`src/rtl/alu_seq.sv`:
```
// alu_seq: valid/ready sequential ALU. Single-cycle operations complete on the accept edge;
// MUL runs an iterative shift-add multiplier for WIDTH cycles before presenting its result.
module alu_seq #(
    parameter int WIDTH  = 8,
    parameter bit MUL_EN = 1'b1
) (
    input  logic             clk,
    input  logic             rst,
    input  logic             in_valid,
    output logic             in_ready,
    input  logic [WIDTH-1:0] in_a,
    input  logic [WIDTH-1:0] in_b,
    input  logic [3:0]       opcode,
    output logic             out_valid,
    input  logic             out_ready,
    output logic [WIDTH-1:0] alu_out,
    output logic             a_is_zero,
    output logic             carry,
    output logic             illegal
);

    localparam logic [3:0] OP_HLT = 4'd0;
    localparam logic [3:0] OP_SKZ = 4'd1;
    localparam logic [3:0] OP_ADD = 4'd2;
    localparam logic [3:0] OP_AND = 4'd3;
    localparam logic [3:0] OP_XOR = 4'd4;
    localparam logic [3:0] OP_LDA = 4'd5;
    localparam logic [3:0] OP_STO = 4'd6;
    localparam logic [3:0] OP_JMP = 4'd7;
    localparam logic [3:0] OP_SUB = 4'd8;
    localparam logic [3:0] OP_OR  = 4'd9;
    localparam logic [3:0] OP_SHL = 4'd10;
    localparam logic [3:0] OP_SHR = 4'd11;
    localparam logic [3:0] OP_MUL = 4'd12;

    localparam int              CW        = (WIDTH > 1) ? $clog2(WIDTH) : 1;
    localparam logic [CW-1:0]   LAST_ITER = CW'(WIDTH - 1);

    typedef enum logic [1:0] {
        ST_IDLE = 2'd0,
        ST_BUSY = 2'd1,
        ST_HOLD = 2'd2
    } state_t;

    state_t           state_q;
    logic             out_valid_q;
    logic [WIDTH-1:0] alu_out_q;
    logic             carry_q;
    logic             a_is_zero_q;
    logic             illegal_q;

    logic [WIDTH-1:0] mcand_q;
    logic [WIDTH-1:0] mplier_q;
    logic [WIDTH-1:0] acc_q;
    logic [CW-1:0]    iter_q;
    logic             az_pend_q;

    logic             in_ready_s;
    logic             accept_s;
    logic             is_mul_s;
    logic             eval_ill_s;
    logic             eval_c_s;
    logic [WIDTH-1:0] eval_res_s;
    logic [WIDTH-1:0] acc_d;

    // Single-cycle operations; returns {illegal, carry, result}. MUL never lands here when enabled.
    function automatic logic [WIDTH+1:0] alu_eval(
        input logic [3:0]       op,
        input logic [WIDTH-1:0] a,
        input logic [WIDTH-1:0] b
    );
        logic [WIDTH:0]   sum;
        logic [WIDTH-1:0] r;
        logic             c;
        logic             ill;
        sum = {1'b0, a} + {1'b0, b};
        r   = '0;
        c   = 1'b0;
        ill = 1'b0;
        case (op)
            OP_HLT, OP_SKZ, OP_STO, OP_JMP: r = a;
            OP_ADD: begin
                r = sum[WIDTH-1:0];
                c = sum[WIDTH];
            end
            OP_AND: r = a & b;
            OP_XOR: r = a ^ b;
            OP_LDA: r = b;
            OP_SUB: begin
                r = a - b;
                c = (a < b);
            end
            OP_OR:  r = a | b;
            OP_SHL: begin
                r = {a[WIDTH-2:0], 1'b0};
                c = a[WIDTH-1];
            end
            OP_SHR: begin
                r = {1'b0, a[WIDTH-1:1]};
                c = a[0];
            end
            default: ill = 1'b1;
        endcase
        return {ill, c, r};
    endfunction

    // Handshake decode, single-cycle datapath and one multiplier step
    always_comb begin
        in_ready_s = 1'b0;
        if (rst) begin
            in_ready_s = 1'b0;
        end else if (state_q == ST_IDLE) begin
            in_ready_s = 1'b1;
        end else if (state_q == ST_HOLD) begin
            in_ready_s = out_ready;
        end else begin
            in_ready_s = 1'b0;
        end
        accept_s = in_valid && in_ready_s;
        is_mul_s = MUL_EN && (opcode == OP_MUL);
        {eval_ill_s, eval_c_s, eval_res_s} = alu_eval(opcode, in_a, in_b);
        if (mplier_q[0]) begin
            acc_d = acc_q + mcand_q;
        end else begin
            acc_d = acc_q;
        end
    end

    // Control FSM with registered result and flags
    always_ff @(posedge clk) begin
        if (rst) begin
            state_q     <= ST_IDLE;
            out_valid_q <= 1'b0;
            alu_out_q   <= '0;
            carry_q     <= 1'b0;
            a_is_zero_q <= 1'b0;
            illegal_q   <= 1'b0;
            mcand_q     <= '0;
            mplier_q    <= '0;
            acc_q       <= '0;
            iter_q      <= '0;
            az_pend_q   <= 1'b0;
        end else begin
            case (state_q)
                ST_IDLE, ST_HOLD: begin
                    if (accept_s && is_mul_s) begin
                        state_q     <= ST_BUSY;
                        out_valid_q <= 1'b0;
                        mcand_q     <= in_a;
                        mplier_q    <= in_b;
                        acc_q       <= '0;
                        iter_q      <= '0;
                        az_pend_q   <= (in_a == '0);
                    end else if (accept_s) begin
                        state_q     <= ST_HOLD;
                        out_valid_q <= 1'b1;
                        alu_out_q   <= eval_res_s;
                        carry_q     <= eval_c_s;
                        illegal_q   <= eval_ill_s;
                        a_is_zero_q <= (in_a == '0);
                    end else if (state_q == ST_HOLD && out_ready) begin
                        state_q     <= ST_IDLE;
                        out_valid_q <= 1'b0;
                    end else begin
                        state_q     <= state_q;
                    end
                end
                ST_BUSY: begin
                    // Last step folds its partial product straight into the result register
                    if (iter_q == LAST_ITER) begin
                        state_q     <= ST_HOLD;
                        out_valid_q <= 1'b1;
                        alu_out_q   <= acc_d;
                        carry_q     <= 1'b0;
                        illegal_q   <= 1'b0;
                        a_is_zero_q <= az_pend_q;
                        iter_q      <= '0;
                    end else begin
                        iter_q      <= iter_q + 1'b1;
                    end
                    acc_q    <= acc_d;
                    mcand_q  <= mcand_q << 1;
                    mplier_q <= mplier_q >> 1;
                end
                default: begin
                    state_q     <= ST_IDLE;
                    out_valid_q <= 1'b0;
                end
            endcase
        end
    end

    assign in_ready  = in_ready_s;
    assign out_valid = out_valid_q;
    assign alu_out   = alu_out_q;
    assign carry     = carry_q;
    assign a_is_zero = a_is_zero_q;
    assign illegal   = illegal_q;

endmodule

```
`config.mk`:
```
export PLATFORM = sky130hd
export DESIGN_NAME = alu_seq
export DESIGN_NICKNAME = d
export VERILOG_FILES = /design/src/rtl/alu_seq.sv
export SDC_FILE = /design/constraint.sdc
export NUM_CORES = 1
export LEC_CHECK = 0
export ABC_AREA = 1
export BUFFER_PORTS_ARGS = -buffer_cell sky130_fd_sc_hd__buf_4
export CORE_AREA = 3 3 82 84
export DETAILED_ROUTE_END_ITERATION = 8
export DIE_AREA = 0 0 85 87
export PLACE_DENSITY = 0.78
export SLEW_MARGIN = 20
export SYNTH_ARGS = -nofsm -noshare
export SYNTH_HDL_FRONTEND = slang
export SYNTH_SLANG_ARGS = --single-unit
```
`constraint.sdc`:
```
create_clock -name clk -period 2.39 [get_ports clk]
set_input_delay 0.1195 -clock clk [delete_from_list [all_inputs] [get_ports clk]]
set_output_delay 0.1195 -clock clk [all_outputs]
set_load 0.005 [all_outputs]
```
==> impl_metrics.env, run 1 <==
export IMPL_run_status="complete, no violations"
export IMPL_fp_row_count=28
export IMPL_synth_xor_area_share_pct=0.486
export IMPL_cap_violations=0
export IMPL_cp_common_cell="inv_2"
export IMPL_async_flop_share_pct=0
export IMPL_grt_pass1_wl_mm=17.3
export IMPL_area_delta_synth_final_pct=9.97
export IMPL_leakagePower_nw=1.92
export IMPL_postCtsSetupBuffers=0
export IMPL_fp_dieW_um=85
export IMPL_setup_worst_path_class="reg2reg"
export IMPL_synth_top_cell_area_share_pct=22.8
export IMPL_initial_core_util_pct=60.2
export IMPL_drt_first_pass_iters=5
export IMPL_utilization_pct=66.1
export IMPL_syn_avg_cell_area_sq_um=6.25
export IMPL_period_minus_slack_ps=1880
export IMPL_p_clk_share_pct=28.3
export IMPL_cts_htree_levels=2
export IMPL_path_cells="inv_1 > nor2_2 > inv_2 > buf_4 > nand2_4 > inv_2 > o21ai_0 > a21oi_1"
export IMPL_overflow=0
export IMPL_clk_path_buf_depth=2
export IMPL_max_stage_delay_ps=410
export IMPL_drv_slew=0
export IMPL_worst_pin_slew_ps=770
export IMPL_first_global_vias=3638
export IMPL_p_per_area_nw_per_um2=398
export IMPL_synthSimpleGateAreaFrac_pct=34.0
export IMPL_fin_tns_setup_ps=0
export IMPL_layout_drive_gt1_share_pct=10.8
export IMPL_diodes=0
export IMPL_synth_seq_cells=41
export IMPL_drt_wl_total_mm=10.4
export IMPL_instances_no_fill=679
export IMPL_synthMuxAreaShare_pct=0
export IMPL_finalClockSkew_ps=10.1
export IMPL_max_clock_freq_ghz=0.532
export IMPL_startpoint_type="flop"
export IMPL_num_vias=3947
export IMPL_cts_sinks=41
export IMPL_hold_viol_final=0
export IMPL_power_switching_mw=0.523
export IMPL_antenna_found_initial=0
export IMPL_io_pins=37
export IMPL_crit_path_end_kind="flop"
export IMPL_yosysUniqueCellTypes=37
export IMPL_place_inst=671
export IMPL_slew_headroom_pct=48.3
export IMPL_design_core_area_sq_um=5990
export IMPL_hold_class="in2reg"
export IMPL_crit_required_ps=2570
export IMPL_synth_area_sq_um=3600
export IMPL_worst_path_dominant_cell_family="buffers and inverters"
export IMPL_synth_top_family_by_area="simple AND/OR/NAND/NOR gates"
export IMPL_combPwrFrac_pct=26.6
export IMPL_hpwl_mm=8.16
export IMPL_wl_per_cell_um=15.4
export IMPL_die_h_um=87
export IMPL_drc_errors=0
export IMPL_synth_main_ff_cell="dfxtp_1"
export IMPL_p_sw_share_pct=33.2
export IMPL_yosysWarnings=0
export IMPL_clock_latency_ps=300
export IMPL_die_area_sq_um=7400
export IMPL_seq_area_frac_synth_pct=22.8
export IMPL_ant_nets=0
export IMPL_synth_edf_count=0
export IMPL_crit_fanout=30
export IMPL_cts_tree="built"
export IMPL_cts_root_buffer="clkbuf_8"
export IMPL_synth_cells=577
export IMPL_cp_num_buf_inv=4
export IMPL_numCtsBuffers=5
export IMPL_nNetsFinal=664
export IMPL_synthAdderAreaFrac_pct=13.5
export IMPL_p_seq_share_pct=45.1
export IMPL_synth_largest_area_cell="dfxtp_1"
export IMPL_io_buffers=36
export IMPL_routed_via_density=5.81
export IMPL_p_int_mw=1.05
export IMPL_ir_drop_v=0.000493
export IMPL_synth_fp_nets=638
export IMPL_drt_initial_drc_count=346
export IMPL_track_usage_pct=29.1
export IMPL_timing_final_crit_share_pct=78.6
export IMPL_arrival_ps=2060
export IMPL_gp_congestion=0.929
export IMPL_synthTopCellsByArea="dfxtp_1 (23%), nand2_1 (17%), ha_1 (12%)"
export IMPL_hold_buffers=0
export IMPL_crit_slowest_cell="dfxtp_1"
export IMPL_rsz0062_at_grt="no"
export IMPL_clk_pin_slew_ps=80
export IMPL_pre_cts_ws_ps=349
export IMPL_synth_compound_area_share_pct=18.4
export IMPL_postCtsResizedCells=0
export IMPL_post_route_worst_setup_slack_ps=511
export IMPL_grt_max_degree=31
export IMPL_setup_viol=0
export IMPL_nFillCells=583
export IMPL_hold_slack_ps=111
==> cell families after synthesis <==
logic type | count (synthesis)
flops | 41
fa+ha+maj | 37
simple gates | 282
buf+inv | 97
xor+xnor | 2
compound gates | 118
==> cells in the final DEF, fill, tap and decap left out, drive strengths merged <==
master and n:
a211oi 1, a21o 2, a21oi 50, a31oi 13, and2 1, buf 38
clkbuf 8, dfxtp 41, fa 3, ha 34, inv 78, nand2 164
nand3 38, nand3b 1, nand4 17, nor2 47, nor3 5, nor3b 2
o2111ai 2, o211ai 4, o21a 1, o21ai 39, o21bai 1, o22ai 5
or2 7, xnor2 2
==> Yosys cell counts, types with 2 or more instances <==
| cell type | n |
|---|---|
| a31oi_1 | 13 |
| nand4_1 | 17 |
| o22ai_1 | 5 |
| buf_2 | 10 |
| ha_1 | 34 |
| o21ai_1 | 11 |
| xnor2_1 | 2 |
| a21oi_2 | 2 |
| a21oi_1 | 48 |
| buf_6 | 2 |
| inv_1 | 76 |
| or2_2 | 7 |
| o2111ai_1 | 2 |
| nor3b_1 | 2 |
| o211ai_1 | 4 |
| nor3_1 | 5 |
| o21ai_0 | 28 |
| a21o_1 | 2 |
| dfxtp_1 | 41 |
| nand2_1 | 162 |
| fa_1 | 3 |
| nor2_2 | 6 |
| clkbuf_1 | 5 |
| inv_2 | 2 |
| nand3_1 | 37 |
| nor2_1 | 40 |
==> worst min-delay path: stages <==
cell	delay, ps
buf_4	130
nand2_1	60
a21oi_1	60
==> stage by stage <==
step           area [sq um]  power, mW
2_1_floorplan          3600      0.992
3_3_place_gp           3880       1.13
3_5_place_dp           3880       1.14
4_1_cts                3960       1.57
5_1_grt                3960       1.66
6_report               3960       1.58
==> layer usage <==
metal  vias to the layer above  global-route usage [%]  wire (um)
met2                       192                    44.8       4570
met5                         -                       0          0
met4                         0                    9.78        276
li1                       1940                       -          -
met1                      1787                    40.6       4750
met3                        28                    6.05        844
==> layout make-up <==
| cell class | count | area [sq um] | area share (%) |
|---|---|---|---|
| flip-flops and latches | 41 | 821 | 20.7 |
| well taps | 75 | 93.8 | 2.37 |
| repair buffers | 38 | 285 | 7.20 |
| clock buffers | 8 | 80.1 | 2.02 |
| inverters | 78 | 293 | 7.39 |
| multi-input cells | 439 | 2390 | 60.3 |
==> power groups by stage <==
stage               sequential (mW)  clock (mW)  combinational (mW)
finish                        0.712       0.446               0.420
global route                  0.713       0.481               0.466
CTS                           0.711       0.451               0.413
detailed placement            0.727           0               0.410
global placement              0.726           0               0.405
floorplan                     0.724           0               0.268
==> path summary, 6_finish.rpt <==
kind	startpoint	to	slack, ps	cells past startpoint
max reg2reg	state_q[0]	mplier_q[0]	510	8
min	in_b[7]	mplier_q[7]	110	3
max	state_q[0]	mplier_q[0]	510	8
min reg2reg	az_pend_q	az_pend_q	450	2
==> registers in the layout, summed over array words and instances, names as in the netlist <==
register and flops:
illegal 1, iter_q 3, az_pend_q 1, acc_q 8
a_is_zero 1, alu_out 8, carry 1, mcand_q 8
mplier_q 8, state_q 2
Power figures use the tool's default switching activity.
==> inputs of run 2 (changes only) <==
--- a/config.mk
+++ b/config.mk
@@ -5,12 +5,12 @@
 export SDC_FILE = /design/constraint.sdc
 export NUM_CORES = 1
 export LEC_CHECK = 0
-export ABC_AREA = 1
+export ABC_AREA = 0
 export BUFFER_PORTS_ARGS = -buffer_cell sky130_fd_sc_hd__buf_4
-export CORE_AREA = 3 3 82 84
+export CORE_AREA = 3 3 88 90
 export DETAILED_ROUTE_END_ITERATION = 8
-export DIE_AREA = 0 0 85 87
-export PLACE_DENSITY = 0.78
+export DIE_AREA = 0 0 91 93
+export PLACE_DENSITY = 0.75
 export SLEW_MARGIN = 20
 export SYNTH_ARGS = -nofsm -noshare
 export SYNTH_HDL_FRONTEND = slang
==> constraint.sdc (replaced) <==
create_clock -name clk -period 1.68 [get_ports clk]
set_input_delay 0.084 -clock clk [delete_from_list [all_inputs] [get_ports clk]]
set_output_delay 0.084 -clock clk [all_outputs]
set_load 0.005 [all_outputs]
==> run 2 against run 1 <==
Synthesized cell count shrank 12%. Flip-flop and latch count is the same. Maximum frequency shrank 12%. Via count grew 21%. Clock skew is essentially flat. Critical endpoint is now alu_out[6]. Count of clock-buffer cells in the layout shrank 1. The run now ends with negative setup slack left. Core utilization grew 13 points. Combinational power grew 140%. Power grew 82%. Critical path depth is the same. Sequential power grew 43%.
==> impl_metrics.env, run 2 <==
export IMPL_pre_cts_ws_ps=-366
export IMPL_cts_sinks=41
export IMPL_area_delta_synth_final_pct=47.5
export IMPL_antenna_found_initial=0
export IMPL_clock_latency_ps=300
export IMPL_cp_depth=8
export IMPL_r2r_end="alu_out[6]"
export IMPL_r2r_setup_slack_ps=-450
export IMPL_die_area_sq_um=8460
export IMPL_yosysWarnings=0
export IMPL_grt_max_degree=45
export IMPL_leakagePower_nw=2.51
export IMPL_fp_dieW_um=91
export IMPL_track_usage_pct=34.6
export IMPL_multi_input_area_sq_um=2980
export IMPL_crit_required_ps=1870
export IMPL_ir_drop_v=0.000435
export IMPL_slew_headroom_pct=61.8
export IMPL_die_h_um=93
export IMPL_routed_via_density=6.24
export IMPL_syn_avg_cell_area_sq_um=7.53
export IMPL_run_status="complete, but fails checks"
export IMPL_drt_initial_drc_count=527
export IMPL_hold_viol_final=0
export IMPL_drt_wl_total_mm=15.4
export IMPL_design_core_area_sq_um=7140
export IMPL_clk_path_buf_depth=2
export IMPL_p_seq_share_pct=35.4
export IMPL_p_int_mw=1.96
export IMPL_synth_fp_nets=567
export IMPL_finalClockSkew_ps=9.64
export IMPL_yosysUniqueCellTypes=63
export IMPL_cp_num_buf_inv=0
export IMPL_instances_no_fill=765
export IMPL_num_vias=4773
export IMPL_async_flop_share_pct=0
export IMPL_io_pins=37
export IMPL_gp_congestion=0.928
export IMPL_top_usage_layer="met2"
export IMPL_p_clk_share_pct=29.9
export IMPL_wl_per_cell_um=20.1
export IMPL_diodes=0
export IMPL_reg2reg_from="acc_q[0]"
export IMPL_hpwl_mm=10.4
export IMPL_hold_class="in2reg"
export IMPL_setup_worst_path_class="reg2reg"
export IMPL_drv_slew=0
export IMPL_nNetsFinal=726
export IMPL_initial_core_util_pct=53.4
export IMPL_p_per_area_nw_per_um2=511
export IMPL_ff2ff_path_depth=8
export IMPL_combPwrFrac_pct=34.7
export IMPL_arrival_ps=2320
export IMPL_worst_pin_slew_ps=571
export IMPL_synth_most_common_cell="nor2_1"
export IMPL_endpoint="alu_out[6]"
export IMPL_grt_pass1_wl_mm=23.4
export IMPL_cts_htree_levels=2
export IMPL_drc_errors=0
export IMPL_cap_violations=0
export IMPL_power_switching_mw=0.905
export IMPL_ff_latch_area_sq_um=837
export IMPL_cts_tree="built"
export IMPL_overflow=0
export IMPL_clk_pin_slew_ps=90
export IMPL_synth_edf_count=0
export IMPL_rsz0062_at_grt="yes"
export IMPL_drt_first_pass_iters=6
export IMPL_synthTopCellsByArea="dfxtp_1 (22%), ha_1 (11%), a21oi_1 (6.7%)"
export IMPL_path_cells="ha_4 > fa_2 > a21o_1 > a211oi_2 > nand3b_1 > nand3_2 > a21oi_2 > a21bo_1"
export IMPL_yosys_top_cells_count="nor2_1 (63), a21oi_1 (51), dfxtp_1 (41), ha_1 (34), nand2_1 (31)"
export IMPL_seq_area_frac_synth_pct=21.6
export IMPL_p_sw_share_pct=31.6
export IMPL_layout_drive_gt1_share_pct=38.7
export IMPL_cts_root_buffer="clkbuf_8"
export IMPL_final_cell_mix="buf_4 (174), nor2_1 (54), a21oi_1 (45)"
export IMPL_violations="negative setup slack"
export IMPL_io_buffers=36
export IMPL_startpoint_type="flop"
export IMPL_crit_slowest_cell="fa_2"
export IMPL_ant_nets=0
export IMPL_p_total_mw=2.87
export IMPL_met1_usage_pct=43.9
export IMPL_met2_usage_pct=59.2
export IMPL_place_inst=739
export IMPL_synth_top_cell_area_share_pct=21.6
export IMPL_synth_area_sq_um=3810
export IMPL_period_minus_slack_ps=2130
export IMPL_crit_path_end_kind="flop"
export IMPL_synth_seq_cells=41
export IMPL_max_stage_delay_ps=350
export IMPL_worst_path_dominant_cell_family="compound AO/OA/AOI/OAI gates"
export IMPL_nFillCells=509
export IMPL_crit_fanout=2
export IMPL_synth_cells=506
export IMPL_critPathLaunch="acc_q[0]"
export IMPL_first_global_vias=4651
export IMPL_synth_main_ff_cell="dfxtp_1"
export IMPL_grt_use_met3_pct=4.99
export IMPL_post_route_worst_setup_slack_ps=-446
export IMPL_max_clock_freq_ghz=0.470
export IMPL_fp_row_count=31
export IMPL_synth_largest_area_cell="dfxtp_1"
export IMPL_hold_buffers=0
export IMPL_hold_depth=4
export IMPL_timing_final_crit_share_pct=127
export IMPL_setup_viol=24
export IMPL_numCtsBuffers=5
export IMPL_final_common_cell="buf_4"
[run 2: power by group through the flow]
stage	clock (mW)	combinational (mW)	sequential [mW]
2_1_floorplan	0	0.455	1.03
3_5_place_dp	0	0.903	1.04
4_1_cts	0.833	0.959	1.01
6_report	0.857	0.995	1.02
3_3_place_gp	0	0.886	1.04
5_1_grt	0.882	1.06	1.02
[run 2: stage by stage]
step	area [sq um]	setup TNS (ps)	hold slack [ps]	util, %
after floorplan	3900	-512	212	-
after global placement	5150	-2980	456	72.2
after detailed placement	5150	-3690	476	72.2
after CTS	5550	-2740	172	77.8
after global routing	5620	-5060	194	78.7
final	5620	-3930	178	78.7
[run 2: metal layers]
metal  up-vias  wire, um  part of all wire, %
met5         -         0                    0
met4         0       622                  4.1
met3        70      1230                  8.0
met2       309      7420                   48
met1      2223      6080                   40
li1       2171         -                    -
[run 2: cell families (layout without fill, tap and decap cells)]
logic type               count (synthesis)  after routing  synth area share [%]
AO/OA/AOI/OAI                          175            175                  31.3
XOR/XNOR                                 8              8                  1.84
flip-flops                              41             41                  21.6
buffers and inverters                   59            218                  6.44
adder cells (fa/ha/maj)                 37             37                  12.7
AND/OR/NAND/NOR                        175            176                  23.1
multiplexers                            11             11                  2.99
[run 2: tightest hold or removal path, delay by kind of cell]
kind | cells | cell delay (ps)
and+or+nand+nor | 1 | 40
buffers and inverters | 2 | 210
AOI/OAI and AO/OA | 1 | 100
[run 2: area by class of cell]
type / count / share of cell area (%)
multi-input cells: 407 / 53.1
inverters: 23 / 1.54
repair buffers: 187 / 26.2
clock inverters: 1 / 0.535
clock buffers: 7 / 1.54
well taps: 99 / 2.20
flip-flops and latches: 41 / 14.9
[run 2: timing repair]
| item | in CTS | in global routing |
|---|---|---|
| setup buffers | 12 | 5 |
| pin swaps | 21 | 17 |
| resized for setup | 37 | 16 |
| endpoints found under the setup margin | 24 | 37 |
| cloned | 2 | 0 |
[run 2: how the worst min path moves through the flow]
stage               slack [ps]           to        start
floorplan                  210   mcand_q[0]      in_a[0]
global placement           460  mplier_q[7]  mplier_q[7]
detailed placement         480  mplier_q[7]      in_b[7]
CTS                        170  mplier_q[7]      in_b[7]
global route               190  mplier_q[7]      in_b[7]
finish                     180  mplier_q[7]      in_b[7]
==> inputs of run 3 (changes only) <==
--- a/config.mk
+++ b/config.mk
@@ -11,6 +11,7 @@
 export DETAILED_ROUTE_END_ITERATION = 8
 export DIE_AREA = 0 0 91 93
 export PLACE_DENSITY = 0.75
+export REMOVE_ABC_BUFFERS = 1
 export SLEW_MARGIN = 20
 export SYNTH_ARGS = -nofsm -noshare
 export SYNTH_HDL_FRONTEND = slang
==> run 3 against run 2 <==
The flow still finishes with violations (negative setup slack). Combinational power about the same. Worst hold slack got worse by 83 ps. Design area increased by 0.49%. Largest cell class unchanged. Clock skew decreased by 2.1 ps.
==> impl_metrics.env, run 3 (synthesis gave the netlist of run 2 again) <==
export IMPL_die_area_sq_um=8460
export IMPL_arrival_ps=2280
export IMPL_layout_drive_gt1_share_pct=39.6
export IMPL_wl_per_cell_um=18.6
export IMPL_setup_worst_path_class="reg2reg"
export IMPL_clk_path_buf_depth=2
export IMPL_instances_no_fill=769
export IMPL_place_inst=753
export IMPL_cts_htree_levels=2
export IMPL_rsz0062_at_grt="yes"
export IMPL_drv_slew=0
export IMPL_slew_headroom_pct=61.8
export IMPL_die_h_um=93
export IMPL_hold_class="in2reg"
export IMPL_setup_viol=18
export IMPL_ant_nets=0
export IMPL_numCtsBuffers=5
export IMPL_design_core_area_sq_um=7140
export IMPL_cap_violations=0
export IMPL_worst_pin_slew_ps=572
export IMPL_startpoint_type="flop"
export IMPL_num_vias=4638
export IMPL_fin_tns_setup_ps=-2590
export IMPL_drt_wl_total_mm=14.3
export IMPL_hold_buffers=0
export IMPL_final_cell_mix="buf_4 (183), a21oi_1 (46), nor2_1 (44)"
export IMPL_leakagePower_nw=2.55
export IMPL_crit_required_ps=1870
export IMPL_run_status="complete, but fails checks"
export IMPL_hpwl_mm=10.2
export IMPL_antenna_found_initial=0
export IMPL_violations="negative setup slack"
export IMPL_path_cells="ha_4 > fa_2 > a21o_1 > a211oi_2 > nand3b_1 > nand3_2 > a21oi_2 > a21bo_1"
export IMPL_first_global_vias=4450
export IMPL_crit_slowest_cell="fa_2"
export IMPL_overflow=0
export IMPL_track_usage_pct=32.1
export IMPL_clock_latency_ps=300
export IMPL_cts_root_buffer="clkbuf_8"
export IMPL_cts_tree="built"
export IMPL_finalClockSkew_ps=7.59
export IMPL_hold_slack_ps=94.9
export IMPL_p_per_area_nw_per_um2=494
export IMPL_initial_core_util_pct=53.4
export IMPL_ir_drop_v=0.000305
export IMPL_clk_pin_slew_ps=80
export IMPL_drt_initial_drc_count=259
export IMPL_crit_path_end_kind="flop"
export IMPL_area_delta_synth_final_pct=48.2
export IMPL_io_buffers=36
export IMPL_nFillCells=525
export IMPL_diodes=0
export IMPL_cts_sinks=41
export IMPL_crit_fanout=2
export IMPL_max_stage_delay_ps=360
export IMPL_nNetsFinal=731
export IMPL_grt_pass1_wl_mm=21.9
export IMPL_fp_row_count=31
export IMPL_grt_max_degree=45
export IMPL_drt_first_pass_iters=7
export IMPL_period_minus_slack_ps=2090
export IMPL_pre_cts_ws_ps=-508
export IMPL_gp_congestion=0.968
export IMPL_fp_dieW_um=91
export IMPL_routed_via_density=6.03
export IMPL_timing_final_crit_share_pct=124
export IMPL_hold_viol_final=0
export IMPL_drc_errors=0
export IMPL_utilization_pct=79.1
export IMPL_post_route_worst_setup_slack_ps=-408
export IMPL_final_common_cell="buf_4"
export IMPL_io_pins=37
export IMPL_max_clock_freq_ghz=0.479
## run 3: changes by cell type in the layout (fill, tap and decap cells not counted), moves of 2 or more
cell / before / now
buf_4: 174 / 183
ha_2: 2 / 0
dfxtp_1: 32 / 34
buf_6: 11 / 7
o21ai_1: 2 / 4
a21oi_2: 6 / 4
ha_1: 27 / 30
nor2_2: 7 / 17
o21ai_0: 18 / 15
nor2_1: 54 / 44
## run 3: worst max-delay path, delay by kind of cell (launching register included)
| kind | cells | cell delay [ps] |
|---|---|---|
| simple gates | 2 | 280 |
| flops | 1 | 340 |
| compound gates | 4 | 830 |
| fa+ha+maj | 2 | 520 |
## run 3: worst paths after layout
kind / endpoint / slack (ps) / startpoint / cells after the start
max: alu_out[6] / -410 / acc_q[0] / 8
min: mplier_q[7] / 90 / in_b[7] / 3
min reg2reg: iter_q[2] / 470 / iter_q[2] / 2
max reg2reg: alu_out[6] / -410 / acc_q[0] / 8
## run 3: final cells by class
cell class	count	area, sq um	area share (%)
multi-input combinational	406	2990	52.9
timing repair buffer	193	1510	26.8
sequential	41	832	14.7
tap	99	124	2.19
inverter	23	86.3	1.53
clock buffer	5	68.8	1.22
clock inverter	2	35.0	0.621
## run 3: power breakdown
part	total, mW	leakage, nW	internal, mW	switching [mW]
clock network	0.779	0.0540	0.432	0.347
registers	1.01	0.336	0.995	0.0196
logic	0.994	2.16	0.503	0.492
total	2.79	2.55	1.93	0.858
## run 3: per-layer routing
layer / vias to the layer above / track usage [%] / wire, um
met5: - / 0 / 0
met4: 0 / 13.6 / 651
met3: 63 / 3.46 / 829
met2: 220 / 56.8 / 6980
met1: 2168 / 39.7 / 5830
li1: 2187 / - / -
## run 3: stage by stage
| stage | total power [mW] | cell area (sq um) |
|---|---|---|
| 2_1_floorplan | 1.42 | 3650 |
| 3_3_place_gp | 1.94 | 5190 |
| 3_5_place_dp | 1.95 | 5190 |
| 4_1_cts | 2.73 | 5470 |
| 5_1_grt | 2.91 | 5650 |
| 6_report | 2.79 | 5650 |
## run 3: repair_timing
item,in CTS,in global routing
pin swaps,29,25
resized for setup,42,37
setup buffers,6,5
endpoints found under the setup margin,21,34
cloned,1,0
